<file path="config.mk">
export PLATFORM = sky130hd
export DESIGN_NAME = mem_access_unit
export DESIGN_NICKNAME = d
export VERILOG_FILES = /design/src/rtl/mem_access_unit.sv
export SDC_FILE = /design/constraint.sdc
export NUM_CORES = 1
export LEC_CHECK = 0
export BUFFER_PORTS_ARGS = -buffer_cell sky130_fd_sc_hd__buf_2
export CAP_MARGIN = 25
export CORE_ASPECT_RATIO = 0.8
export CORE_MARGIN = 2
export CORE_UTILIZATION = 46
export DETAILED_ROUTE_END_ITERATION = 7
export PLACE_DENSITY_LB_ADDON = 0.15
export SETUP_SLACK_MARGIN = 0.02
export SLEW_MARGIN = 10
export SYNTH_ARGS = -nofsm -noshare
export SYNTH_HDL_FRONTEND = slang
export SYNTH_SLANG_ARGS = --single-unit
</file>
<file path="constraint.sdc">
create_clock -name clk -period 3 [get_ports clk]
set_clock_uncertainty 0.05 [all_clocks]
set_input_delay 0.75 -clock clk [delete_from_list [all_inputs] [get_ports clk]]
set_output_delay 0.75 -clock clk [all_outputs]
set_load 0.03 [all_outputs]
</file>
<file path="src/rtl/mem_access_unit.sv">
// Load/store requester for a single-port word memory in the MEM stage.
// Define SUBWORD_EN to build byte/half loads and read-modify-write sub-word stores.
module mem_access_unit #(
    parameter int unsigned AW = 5,
    parameter int unsigned DW = 32
) (
    input  logic          clk,
    input  logic          rst_n,
    input  logic          req_valid,
    output logic          req_ready,
    input  logic          req_we,
    input  logic [1:0]    req_size,
    input  logic          req_signed,
    input  logic [31:0]   req_addr,
    input  logic [DW-1:0] req_wdata,
    input  logic [4:0]    req_rd,
    output logic          resp_valid,
    input  logic          resp_ready,
    output logic [DW-1:0] resp_rdata,
    output logic [4:0]    resp_rd,
    output logic          resp_err,
    output logic          mem_we,
    output logic [AW-1:0] mem_addr,
    output logic [DW-1:0] mem_wdata,
    input  logic [DW-1:0] mem_rdata
);

    localparam logic [1:0] SizeByte = 2'b00;
    localparam logic [1:0] SizeHalf = 2'b01;
    localparam logic [1:0] SizeWord = 2'b10;

    typedef enum logic [1:0] {StIdle, StRead, StWrite, StResp} state_e;

    state_e state_q, state_d;

    logic          accept;
    logic          range_err;
    logic          size_err;
    logic          req_err;

    logic [AW-1:0] mem_addr_q;
    logic [DW-1:0] mem_wdata_q;
    logic [DW-1:0] resp_rdata_q;
    logic [4:0]    resp_rd_q;
    logic          resp_err_q;

`ifdef SUBWORD_EN
    logic          we_q;
    logic [1:0]    size_q;
    logic          signed_q;
    logic [1:0]    off_q;
    logic [DW-1:0] wdata_q;

    // Select the addressed lane and zero- or sign-extend it to a full word.
    function automatic logic [DW-1:0] lane_extract(input logic [DW-1:0] word,
                                                   input logic [1:0]    size,
                                                   input logic          sgn,
                                                   input logic [1:0]    off);
        logic [7:0]  b;
        logic [15:0] h;
        b = word[{off, 3'b000} +: 8];
        h = word[{off[1], 4'b0000} +: 16];
        case (size)
            SizeByte: lane_extract = {{24{sgn & b[7]}}, b};
            SizeHalf: lane_extract = {{16{sgn & h[15]}}, h};
            default:  lane_extract = word;
        endcase
    endfunction

    // Replace the addressed lane of the old word with the low bits of the store data.
    function automatic logic [DW-1:0] lane_merge(input logic [DW-1:0] old,
                                                 input logic [DW-1:0] wdata,
                                                 input logic [1:0]    size,
                                                 input logic [1:0]    off);
        lane_merge = old;
        case (size)
            SizeByte: lane_merge[{off, 3'b000} +: 8]     = wdata[7:0];
            SizeHalf: lane_merge[{off[1], 4'b0000} +: 16] = wdata[15:0];
            default:  lane_merge = wdata;
        endcase
    endfunction

    always_comb begin
        case (req_size)
            SizeByte: size_err = 1'b0;
            SizeHalf: size_err = req_addr[0];
            SizeWord: size_err = |req_addr[1:0];
            default:  size_err = 1'b1;
        endcase
    end
`else
    logic unused_signed;
    assign unused_signed = req_signed;

    assign size_err = (req_size != SizeWord) || (|req_addr[1:0]);
`endif

    assign accept    = req_valid && req_ready;
    assign range_err = (req_addr >> (AW + 2)) != 32'd0;
    assign req_err   = size_err || range_err;

    // State register.
    always_ff @(posedge clk) begin
        if (!rst_n) begin
            state_q <= StIdle;
        end else begin
            state_q <= state_d;
        end
    end

    // Next-state logic.
    always_comb begin
        state_d = state_q;
        case (state_q)
            StIdle: begin
                if (accept) begin
                    if (req_err) begin
                        state_d = StResp;
                    end else if (req_we && req_size == SizeWord) begin
                        state_d = StWrite;
                    end else begin
                        state_d = StRead;
                    end
                end
            end
            StRead: begin
                state_d = StResp;
`ifdef SUBWORD_EN
                if (we_q) begin
                    state_d = StWrite;
                end
`endif
            end
            StWrite: state_d = StResp;
            StResp: begin
                if (resp_ready) begin
                    state_d = StIdle;
                end
            end
            default: state_d = StIdle;
        endcase
    end

    // Handshake and memory strobe decoded from the state register only.
    always_comb begin
        req_ready  = rst_n && (state_q == StIdle);
        mem_we     = rst_n && (state_q == StWrite);
        resp_valid = (state_q == StResp);
    end

    // Request latch, memory drive and response capture.
    always_ff @(posedge clk) begin
        if (!rst_n) begin
            mem_addr_q   <= '0;
            mem_wdata_q  <= '0;
            resp_rdata_q <= '0;
            resp_rd_q    <= '0;
            resp_err_q   <= 1'b0;
`ifdef SUBWORD_EN
            we_q         <= 1'b0;
            size_q       <= '0;
            signed_q     <= 1'b0;
            off_q        <= '0;
            wdata_q      <= '0;
`endif
        end else begin
            case (state_q)
                StIdle: begin
                    if (accept) begin
                        mem_addr_q   <= req_addr[AW+1:2];
                        resp_rd_q    <= req_rd;
                        resp_err_q   <= req_err;
                        resp_rdata_q <= '0;
                        // Full-word stores go straight to WRITE, so stage the data now.
                        if (req_we && !req_err && req_size == SizeWord) begin
                            mem_wdata_q <= req_wdata;
                        end
`ifdef SUBWORD_EN
                        we_q     <= req_we;
                        size_q   <= req_size;
                        signed_q <= req_signed;
                        off_q    <= req_addr[1:0];
                        wdata_q  <= req_wdata;
`endif
                    end
                end
                StRead: begin
`ifdef SUBWORD_EN
                    if (we_q) begin
                        mem_wdata_q <= lane_merge(mem_rdata, wdata_q, size_q, off_q);
                    end else begin
                        resp_rdata_q <= lane_extract(mem_rdata, size_q, signed_q, off_q);
                    end
`else
                    resp_rdata_q <= mem_rdata;
`endif
                end
                default: ;
            endcase
        end
    end

    assign mem_addr   = mem_addr_q;
    assign mem_wdata  = mem_wdata_q;
    assign resp_rdata = resp_rdata_q;
    assign resp_rd    = resp_rd_q;
    assign resp_err   = resp_err_q;

endmodule

</file>
==> summary.txt <==
Run status
  • Status: complete, no violations

Route
  • Antenna viol nets, final: 0
  • DR iter-0 viols: roughly 130
  • Routed vias: between 2000 and 3000
  • DRT Pass-1 Iters: 4
  • DRC viols: 0
  • Detailed-route wire length: approximately 7900 µm
  • Routed WL per cell: 13.3 µm
  • Vias per cell: a little under 5

Synthesis
  • Synthesized Nets: 444
  • Synth warn: 0
  • Top post-synthesis cells by area: dfxtp_1 50%, nand2_1 11%, mux2i_1 10%
  • Simple-gate share of the synthesized area: between 20% and 30%
  • Largest family of logic cells by synthesized area: simple AND/OR/NAND/NOR gates
  • Synth Area in Adders: approximately 2%
  • Compound-Gate Fraction of Synth Area: a little under a tenth
  • Yosys cell types: 27
  • Seq/Total Area, Yosys: 50.0%
  • Post-Syn Area per Cell: 9.33 µm²
  • FF+latch count, synth: 77
  • Mapped Area: just over 3000 µm²
  • Share of the synthesized area in the top cell type: between 50% and 60%
  • Area leader, netlist: dfxtp_1
  • Synth Instances: 330
  • Multiplexer share of the synthesized area: between 10% and 20%
  • XOR/XNOR Fraction of Synth Area: 0%

Worst setup path
  • Crit-path max FO: 5
  • Crit Path Class: flop to output port
  • CP required: roughly 2.2 ns
  • FF-to-FF path depth: 7
  • Reg2reg start: state_q[0]
  • Reg-to-Reg End: mem_wdata[28]
  • Critical path origin: state_q[0]
  • Critical path capture point type: output port
  • Crit path to: req_ready
  • Worst EP arrival: ~1.4 ns
  • R2R setup slack: approximately 1 ns
  • CP Launch Type: flop

Die
  • Cell row count: 26
  • I/O Pins: 187
  • Core footprint: ~6400 µm²
  • Initial Util: between 40% and 50%
  • Chip Height: 77.2 µm
  • Die Area: around 7400 µm²
  • Die X: between 90 and 100 µm

Cells and area
  • ANT cells: 0
  • Area Growth Syn to Fin: 37.0%
  • Share of post-route cells with drive strength above 1: between 40% and 50%
  • Most common cell after layout, fill and taps aside: buf_2
  • Nets: between 600 and 700
  • Most frequent cells in the layout: 185 x buf_2, 87 x nand2_1, 77 x dfxtp_1

STA
  • Actual slew at the worst max-slew pin: between 0.8 and 0.9 ns
  • RSZ-0062 raised after global routing: false
  • WHS: approximately 0.40 ns
  • Fin crit share: 74.3%
  • Setup TNS: 0 ns
  • Final hold viol count: 0
  • Final min period: 2.23 ns
  • Max Freq: approximately 450 MHz
  • Max Slew Vio Count: 0
  • Finish-stage setup viols: 0
  • Setup ws final: 0.771 ns
  • Relative slew slack: a little over two fifths

Placed design
  • Place WS: about 0.44 ns
  • IO Port Bufs: about 190
  • DPL Wire Length: 5800 µm
  • GP Congestion: between 0.7 and 0.8

GRT
  • Total global routing overflow: 0
  • First-pass GRT wire length: around 12000 µm
  • GRT Total Usage: 21.2%
  • M2 GR Usage: between 30% and 40%
  • Initial antenna violation count: 0
  • Pin count of the biggest net entering global routing: between 90 and 100
  • Number of global-route vias before repair: about 2700
  • GRT met3 Usage: under 10%
  • Top Usage Layer GRT: met2
  • Met1 global-route usage: 23.4%

CTS
  • Post-CTS Resized: 0
  • Max clock buf depth: 2
  • Clock Latency Late Sink: approximately 0.33 ns
  • Clock transition at the registers of the reported paths: 0.07 ns
  • CTS sink count: 77
  • CTS tree: built
  • Root Buffer: clkbuf_8
  • Setup Fix Bufs, Post-CTS: 0
  • # H-tree levels: 3
  • CTS hold repair buffers: 0
  • Num CTS Buffers: 9

Power
  • Int Pwr: ~1.7 mW
  • Peak VDD IR: around 300 µV
  • Logic gate share of total power: 32.5%
  • Pleak: between 2 and 2.5 nW
  • Switch Pwr: 0.982 mW
  • PwrDens: between 600 and 700 nW/µm²
  • Net Sw Frac: 36.2%
  • Sequential Power Share: between 40% and 50%
  • Clock Power Share: 23.4%

Job
  • # Max-Cap Violations: 0

Worst hold path
  • Hold Crit Depth: 2
  • Hold WC Path Type: flop to flop
## worst min path at each step
stage	slack [ns]	from	end
after global placement	0.39	mem_wdata[9]	mem_wdata[9]
final	0.40	resp_rd[2]	resp_rd[2]
after floorplan	0.49	state_q[1]	state_q[1]
after global routing	0.42	resp_err	resp_err
after detailed placement	0.39	resp_rd[2]	resp_rd[2]
after CTS	0.40	resp_rd[2]	resp_rd[2]
## critical path, cell delays in order (launching register included)
cell	delay (ns)
dfxtp_1	0.38
inv_1	0.12
ha_1	0.27
and2_1	0.15
buf_2	0.18
## layout make-up
cell class / instances / area (µm²)
clock buffers: 9 / 124
flip-flops and latches: 77 / 1540
fillers: 599 / 2220
inverters: 5 / 18.8
multi-input cells: 225 / 1420
well taps: 84 / 105
repair buffers: 191 / 983
clock inverters: 5 / 30.0
## power groups by stage
stage	Sequential [mW]	Clock, mW	Combinational, mW
after CTS	1.19	0.663	0.890
final	1.19	0.635	0.882
after detailed placement	1.22	0	0.887
after global routing	1.21	0.713	0.962
after floorplan	1.42	0	0.388
after global placement	1.21	0	0.868
## kinds of logic (layout without fill, tap and decap cells)
group | count (synthesis) | after routing
AND/OR/NAND/NOR | 149 | 149
AO/OA/AOI/OAI | 39 | 39
buffers and inverters | 28 | 210
multiplexers | 32 | 32
adder cells (fa/ha/maj) | 5 | 5
flip-flops | 77 | 77
## registers in the layout (all words and copies together) (netlist names)
name        flops
mem_addr        5
mem_wdata      32
resp_rdata     32
state_q         2
resp_err        1
resp_rd         5
## Yosys cell counts
master and number:
a21boi_1 1, a21oi_1 1, a22oi_1 32, and2_1 2, and3_1 1, buf_1 4, buf_6 3, clkbuf_1 16
dfxtp_1 77, ha_1 5, inv_1 5, mux2i_1 32, nand2_1 87, nand3_1 12, nand3b_1 1, nand4_1 1
nand4_2 1, nor2_1 1, nor2b_1 32, nor3_1 2, nor4_1 4, nor4_2 1, nor4_4 2, nor4b_2 1
o21ai_0 2, o22ai_1 3, or2_2 1
## through the flow
step	instance area (µm²)	util, %	instances	total power [mW]
final	4220	65.5	596	2.71
after global routing	4220	65.5	596	2.88
after CTS	4220	65.5	596	2.75
after detailed placement	4070	63.2	582	2.10
after global placement	4070	63.2	582	2.08
after floorplan	3080	-	330	1.81
## metal layers
metal | wire, µm | vias to the layer above
met3 | 698 | 10
li1 | - | 1473
met4 | 96 | 0
met2 | 3930 | 107
met1 | 3200 | 1326
met5 | 0 | -
(Power assumes the default switching activity.)
